`src/rtl/game_timer_bcd_pkg.sv`:
```
// rtl/game_timer_bcd_pkg.sv - shared limits and digit helpers for the BCD game timer
package game_timer_bcd_pkg;

  localparam logic [3:0]  SS_TENS_MAX     = 4'd5;
  localparam logic [3:0]  DIGIT_MAX       = 4'd9;
  localparam logic [15:0] TIME_MAX        = 16'h9959;
  localparam logic [15:0] TIME_ZERO       = 16'h0000;
  // Values one count step away from a limit; used to flag expiry a cycle early
  localparam logic [15:0] TIME_ONE        = 16'h0001;
  localparam logic [15:0] TIME_BEFORE_MAX = 16'h9958;

  // Clamp a raw preset nibble so it never exceeds the digit's legal maximum
  function automatic logic [3:0] clamp_digit(input logic [3:0] d, input logic [3:0] max);
    return (d > max) ? max : d;
  endfunction

endpackage

```
`src/rtl/bcd_digit.sv`:
```
// rtl/bcd_digit.sv - one mod-(MAX+1) up/down BCD digit with clear, load and carry/borrow out
module bcd_digit #(
  parameter logic [3:0] MAX = 4'd9
) (
  input  logic       clk_i,
  input  logic       rst_i,
  input  logic       clear_i,
  input  logic       load_i,
  input  logic [3:0] load_val_i,
  input  logic       en_i,
  input  logic       down_i,
  output logic [3:0] digit_o,
  output logic       carry_o
);

  logic [3:0] digit_q;
  logic [3:0] digit_d;
  logic       at_edge;

  // Digit sits at the value that rolls over in the current direction
  assign at_edge = down_i ? (digit_q == 4'd0) : (digit_q == MAX);
  // Carry/borrow is combinational so the whole chain steps within one edge
  assign carry_o = en_i & at_edge;
  assign digit_o = digit_q;

  // Next digit value: clear beats load beats step beats hold
  always_comb begin
    digit_d = digit_q;
    if (clear_i) begin
      digit_d = 4'd0;
    end else if (load_i) begin
      digit_d = load_val_i;
    end else if (en_i) begin
      if (down_i) begin
        digit_d = at_edge ? MAX : (digit_q - 4'd1);
      end else begin
        digit_d = at_edge ? 4'd0 : (digit_q + 4'd1);
      end
    end
  end

  // Digit register with asynchronous reset to zero
  always_ff @(posedge clk_i or posedge rst_i) begin
    if (rst_i) begin
      digit_q <= 4'd0;
    end else begin
      digit_q <= digit_d;
    end
  end

endmodule

```
`src/rtl/game_timer_bcd.sv`:
```
// rtl/game_timer_bcd.sv - MM:SS BCD stopwatch/countdown timer with saturate or wrap up-count
module game_timer_bcd
  import game_timer_bcd_pkg::*;
#(
  parameter int SATURATE = 1
) (
  input  logic        clk_sec,
  input  logic        rst,
  input  logic        run,
  input  logic        clear,
  input  logic        load,
  input  logic        mode_down,
  input  logic [15:0] preset,
  output logic [15:0] time_bcd,
  output logic        at_limit,
  output logic        running,
  output logic        expired
);

  logic [15:0] preset_clamped;
  logic        count_en;
  logic        c_ss_ones;
  logic        c_ss_tens;
  logic        c_mm_ones;
  logic        c_mm_tens;
  logic        expired_q;
  logic        expired_d;
  logic [3:0]  d_ss_ones;
  logic [3:0]  d_ss_tens;
  logic [3:0]  d_mm_ones;
  logic [3:0]  d_mm_tens;

  // Out-of-range preset digits are pulled to the nearest legal value
  assign preset_clamped = {clamp_digit(preset[15:12], DIGIT_MAX),
                           clamp_digit(preset[11:8],  DIGIT_MAX),
                           clamp_digit(preset[7:4],   SS_TENS_MAX),
                           clamp_digit(preset[3:0],   DIGIT_MAX)};

  assign time_bcd = {d_mm_tens, d_mm_ones, d_ss_tens, d_ss_ones};

  // Limit depends on mode; wrap-mode up-count has no limit
  assign at_limit = (mode_down && (time_bcd == TIME_ZERO)) ||
                    (!mode_down && (SATURATE != 0) && (time_bcd == TIME_MAX));
  assign running  = run & ~at_limit;
  assign count_en = run & ~clear & ~load & ~at_limit;
  assign expired  = expired_q;

  bcd_digit #(.MAX(DIGIT_MAX)) u_ss_ones (
    .clk_i(clk_sec), .rst_i(rst), .clear_i(clear), .load_i(load),
    .load_val_i(preset_clamped[3:0]), .en_i(count_en), .down_i(mode_down),
    .digit_o(d_ss_ones), .carry_o(c_ss_ones)
  );

  bcd_digit #(.MAX(SS_TENS_MAX)) u_ss_tens (
    .clk_i(clk_sec), .rst_i(rst), .clear_i(clear), .load_i(load),
    .load_val_i(preset_clamped[7:4]), .en_i(c_ss_ones), .down_i(mode_down),
    .digit_o(d_ss_tens), .carry_o(c_ss_tens)
  );

  bcd_digit #(.MAX(DIGIT_MAX)) u_mm_ones (
    .clk_i(clk_sec), .rst_i(rst), .clear_i(clear), .load_i(load),
    .load_val_i(preset_clamped[11:8]), .en_i(c_ss_tens), .down_i(mode_down),
    .digit_o(d_mm_ones), .carry_o(c_mm_ones)
  );

  bcd_digit #(.MAX(DIGIT_MAX)) u_mm_tens (
    .clk_i(clk_sec), .rst_i(rst), .clear_i(clear), .load_i(load),
    .load_val_i(preset_clamped[15:12]), .en_i(c_mm_ones), .down_i(mode_down),
    .digit_o(d_mm_tens), .carry_o(c_mm_tens)
  );

  // Expiry is decided from the pre-step value so the pulse aligns with the new time;
  // down mode can never borrow past zero because at_limit blocks counting there
  always_comb begin
    expired_d = 1'b0;
    if (count_en) begin
      if (mode_down) begin
        expired_d = (time_bcd == TIME_ONE);
      end else if (SATURATE != 0) begin
        expired_d = (time_bcd == TIME_BEFORE_MAX);
      end else begin
        expired_d = c_mm_tens;
      end
    end
  end

  // One-cycle expiry pulse register
  always_ff @(posedge clk_sec or posedge rst) begin
    if (rst) begin
      expired_q <= 1'b0;
    end else begin
      expired_q <= expired_d;
    end
  end

endmodule

```
`config.mk`:
```
export PLATFORM = sky130hd
export DESIGN_NAME = game_timer_bcd
export DESIGN_NICKNAME = d
export VERILOG_FILES = /design/src/rtl/game_timer_bcd_pkg.sv /design/src/rtl/bcd_digit.sv /design/src/rtl/game_timer_bcd.sv
export SDC_FILE = /design/constraint.sdc
export NUM_CORES = 1
export LEC_CHECK = 0
export ABC_CLOCK_PERIOD_IN_PS = 3100
export BUFFER_PORTS_ARGS = -buffer_cell sky130_fd_sc_hd__buf_2
export CAP_MARGIN = 20
export CORE_MARGIN = 4
export CORE_UTILIZATION = 30
export CTS_BUF_LIST = sky130_fd_sc_hd__clkbuf_8
export CTS_CLUSTER_SIZE = 20
export DETAILED_ROUTE_END_ITERATION = 16
export PLACE_DENSITY = 0.51
export SLEW_MARGIN = 20
export SYNTH_ARGS = -nofsm -noshare
export SYNTH_HDL_FRONTEND = slang
export SYNTH_SLANG_ARGS = --single-unit
```
`constraint.sdc`:
```
create_clock -name clk_sec -period 3.1 [get_ports clk_sec]
set_input_delay 0.31 -clock clk_sec [delete_from_list [all_inputs] [get_ports clk_sec]]
set_output_delay 0.31 -clock clk_sec [all_outputs]
set_load 0.02 [all_outputs]
```
# == Word-level counts from Yosys, hierarchy flattened ==
# Cells that the tools add are included.
# classes
n_reduce_logical,13
eq_ne,7
mux,34
add_sub_neg,8
bitwise,10
magnitude_cmp,4
# ops
cell,count
$mux 4,28
$eq 16x16->1 const B,2
$add 4x1->4 const B,4
$eq 16x1->1 const B,1
$logic_not 16->1,1
$logic_not 4->1,4
$sub 4x1->4 const B,4
$eq 4x4->1 const B,3
$gt 4x4->1 const B,3
$reduce_bool 3->1,4
$and 1x1->1,7
$mux 1,6
$eq 4x3->1 const B,1
$gt 4x3->1 const B,1
$not 1->1,3
$logic_and 1x1->1,2
$logic_not 1->1,1
$logic_or 1x1->1,1
# word_totals
register_bits,17
input_bits,22

# == Longest topological paths before layout ==
# logic_depth
depth_word,11
ltp_mapped,10
mapped_depth_nobuf,8

# == Modules after synthesis ==
# Synthesis repeated with hierarchy kept, for this count alone.
# unflattened
hier_cells,250
area_unflattened_um2,1933.1
# modules_own_cells
mod,instances,seq_area_each_um2,cells_each,area_each_um2
bcd_digit (u_mm_ones ...),3,100.1,53,415.4
bcd_digit (u_ss_tens),1,100.1,52,417.9
game_timer_bcd,1,25.0,39,269.0

# == Worst setup path before layout ==
# No wires, ideal clock.
# synth_timing
path_kind,register to register
startpoint,reg u_mm_ones.digit_q[2] (netlist: u_mm_ones.digit_o[2])
endpoint,reg u_mm_tens.digit_q[3] (netlist: u_mm_tens.digit_o[3])
period_less_slack_ns,2.369
path_stages_with_launch,9
arrival_ns,2.239
setup_ns,0.130
path_slack_ns,0.731
t_required_ns,2.970
path_cell_list,dfrtp_1 -> buf_6 -> or3_4 -> or4_4 -> and3_4 -> buf_6 -> a31oi_4 -> mux2i_1 -> nor2_1
# synth_between
elab_chain_len,9
word_cells_on_any_way,14
# synth_rtl
item,line_no,text
from (decl),bcd_digit.sv:16,logic [3:0] digit_q;
from (signal assigned),bcd_digit.sv:47,digit_q <= digit_d;
$eq 16x16->1 / $logic_not 16->1 (equally long branches),"game_timer_bcd.sv:43, game_timer_bcd.sv:42",
$logic_and 1x1->1 (on tied branches),"game_timer_bcd.sv:43, game_timer_bcd.sv:42",
$logic_or 1x1->1,game_timer_bcd.sv:42,assign at_limit = (mode_down && (time_bcd == TIME_ZERO)) ||
$not 1->1,game_timer_bcd.sv:45,assign count_en = run & ~clear & ~load & ~at_limit;
$and 1x1->1,game_timer_bcd.sv:45,
$and 1x1->1 (2 in series),bcd_digit.sv:23,assign carry_o = en_i & at_edge;
$and 1x1->1 *,bcd_digit.sv:23,
$reduce_bool 3->1 (no line) *,-,
to (signal assigned),bcd_digit.sv:47,
to (decl),bcd_digit.sv:16,
# Mark *: on every way between the ends. The rest lies on a longest branch, timed or not.
# A chain may end at the register's enable or synchronous reset.

# == Worst setup path in the final report ==
# layout_timing
startpoint,reg u_mm_tens.digit_q[1] (netlist: u_mm_tens.digit_o[1])
endpoint,out running
# layout_between
elab_chain_len,5
word_cells_on_any_way,7
# layout_rtl
item,line_no,text
$eq 16x16->1 / $logic_not 16->1 (equally long branches),"game_timer_bcd.sv:43, game_timer_bcd.sv:42",
$logic_and 1x1->1 (on tied branches),"game_timer_bcd.sv:43, game_timer_bcd.sv:42",
$logic_or 1x1->1 *,game_timer_bcd.sv:42,
$not 1->1 *,game_timer_bcd.sv:44,assign running = run & ~at_limit;
$and 1x1->1 *,game_timer_bcd.sv:44,
to (decl),game_timer_bcd.sv:16,"output logic running,"
# Marks and branches as above.

==> results_dict.tcl <==
set metrics [dict create \
    status "finished, final reports clean" \
    post-dp-hpwl_um 3959 \
    cts.repair.resized 0 \
    crit_arrival_ps 2270 \
    io_buffers 40 \
    finalSetupViolations 0 \
    worstMarginPinSlew_ps 748.4 \
    p_leak_nw 0.9281 \
    ys_async_sr_fraction_pct 100.0 \
    gp_congestion 0.8811 \
    grt_max_degree 22 \
    finalCriticalPeriod_ps 2583 \
    synth_mux_area_share_pct 5.072 \
    clock-sinks 17 \
    track_usage_pct 14.97 \
    period_share_pct 83.31 \
    hold_buffers 0 \
    dp_slack_ps 621.5 \
    synth-xor-area-share_pct 4.318 \
    placementRows 28 \
    whs_ps 169.2 \
    grt_pass1_vias 1798 \
    syn_to_final_growth_pct 12.27 \
    remaining_drc_errors 0 \
    clk_pin_slew_worst_paths_ps 80 \
    die_h_um 86.01 \
    ys.flop_type "dfrtp_1" \
    dieArea_um2 7397 \
    postCtsSetupBuffers 0 \
    seq_area_um2 425.4 \
    wl_per_cell_um 16.39 \
    power_uw 715.4 \
    antennaDiodeCount 0 \
    worstPathMaxFanout 16 \
    synthSimpleGateAreaFrac_pct 24.88 \
    final_cell_area_um2 2049 \
    cp-start-kind "flip-flop" \
    drt-pass1-iter-count 4 \
    ys_ff_latch 17 \
    root_buffer "clkbuf_8" \
    cts.path.max_buffers 2 \
    final.fill_count 652 \
    antenna_left 0 \
    end_kind "primary output" \
    max_cap_violations 0 \
    slew_violations 0 \
    vias_per_cell 5.423 \
    dpl-instance-area_um2 2004 \
    nNetsFinal 284 \
    synth_top_family_by_area "simple AND/OR/NAND/NOR gates" \
    syn_area_um2 1826 \
    core_um2 5921 \
    final_cell_mix "buf_2, inv_1, nand2_1, dfrtp_1, o21ai_0" \
    rsz0062_at_grt "false" \
    synth_nets 251 \
    hold_viol_final 0 \
    yosysSeqAreaShare_pct 23.30 \
    fin_setup_tns_ps 0 \
    routed_wl_um 5311 \
    cts.htree.levels 1 \
    ys_warn_count 0 \
    criticalPathCategory "reg2out" \
    drive_gt1_share_pct 22.49 \
    hp-class "in2async" \
    synth_edf_count 0 \
    dr.first_iter.drc_count 61 \
    synth-compound-area-share_pct 23.17 \
    grt_antenna_before_repair 0 \
    netlist_instances 217 \
    final_common_cell "buf_2" \
    multi_input_comb_area_um2 1199 \
    setup_ws_ps 517.3 \
    max_freq_mhz 387.2 \
    synth_adder_area_share_pct 8.225 \
    cellPowerDensity_nw_per_um2 349.1 \
    fin_skew_ps 2.756 \
    io_pins 41 \
    maxSlewHeadroom_pct 50.05 \
    insertion_delay_ps 260 \
    numCtsBuffers 3 \
    initial_core_util_pct 30.83 \
    grt_first_pass_wirelength_um 9025 \
    ir_worst_vdd_uv 118.8 \
    syn_avg_cell_area_um2 8.412 \
    overflow 0 \
    vias 1757 \
    cp_data_required_time_ps 2790 \
    synthDistinctLibCells 58 \
    die_w_um 86.01 \
    tritoncts "done" \
]
==> metal layers <==
metal	share of wire, %	global-route usage [%]	wire length, um	up-vias
met5	0	0	0	-
met4	1.3	3.885	68	0
met3	5.4	2.786	287	7
met2	48	25.30	2565	53
met1	45	19.49	2390	841
li1	-	-	-	856
==> final cells by class <==
type	count	share of cell area [%]
multi-input combinational	167	58.49
clock buffer	3	2.015
clock inverter	1	0.1831
inverter	19	3.480
timing repair buffer	42	10.50
tap	75	4.579
sequential	17	20.76
==> sequential cells by signal, summed over array words and instances (netlist names) <==
signal,cells
u_ss_ones.digit_o,4
u_ss_tens.digit_o,4
expired,1
u_mm_tens.digit_o,4
u_mm_ones.digit_o,4
==> power by group <==
part / leakage, nW / internal [mW] / switching (mW) / total, mW
Combinational: 0.676 / 0.112 / 0.149 / 0.261
Clock: 0.0269 / 0.0883 / 0.0903 / 0.179
Sequential: 0.225 / 0.236 / 0.0399 / 0.276
==> cell usage after synthesis (3+ instances only) <==
library cell | count | area, um2
inv_1 | 18 | 67.56
dfrtp_1 | 17 | 425.4
nand2_1 | 17 | 63.81
o21ai_0 | 15 | 75.07
nor2_1 | 14 | 52.55
a21oi_1 | 13 | 65.06
ha_1 | 12 | 150.1
mux2i_1 | 7 | 70.07
nand2b_1 | 7 | 43.79
nand3b_1 | 6 | 45.04
nor3_1 | 6 | 30.03
a31oi_1 | 5 | 31.28
buf_6 | 5 | 56.30
o211ai_1 | 5 | 37.54
xnor2_1 | 5 | 43.79
clkbuf_1 | 4 | 15.01
xor2_1 | 4 | 35.03
a221oi_1 | 3 | 26.28
nand4_1 | 3 | 18.77
nand4bb_1 | 3 | 33.78
==> metrics by stage <==
| stage | util [%] | std cells |
|---|---|---|
| global placement | 33.85 | 320 |
| global route | 34.62 | 324 |
| finish | 34.62 | 324 |
| CTS | 34.62 | 324 |
| detailed placement | 33.85 | 320 |
| floorplan | - | 217 |
==> worst paths after layout <==
kind | start | end | slack, ps | depth (start not counted)
setup / recovery | u_mm_tens.digit_o[1] | running | 520 | 6
hold / removal | rst | u_mm_tens.digit_o[3] | 170 | 2
setup reg to reg | u_mm_tens.digit_o[1] | u_ss_tens.digit_o[0] | 590 | 8
hold reg to reg | u_ss_tens.digit_o[1] | u_ss_tens.digit_o[1] | 650 | 2
max in group asynchronous | rst | expired | 2460 | 2
min in group clk_sec | preset[11] | u_mm_ones.digit_o[1] | 270 | 2
==> cells by family after synthesis <==
kind of cell               count (synthesis)
muxes                                      8
adders and majority gates                 12
buffers and inverters                     33
AOI/OAI and AO/OA                         60
DFF                                       17
xor gates and xnor gates                   9
and+or+nand+nor                           78
==> worst max-delay path, cell delays in order (launching register included) <==
cell	delay, ps
dfrtp_1	450
inv_1	180
ha_1	220
or2b_1	240
or4_4	480
and3_4	260
buf_2	180
No activity file was read; power rests on OpenSTA's default activity.
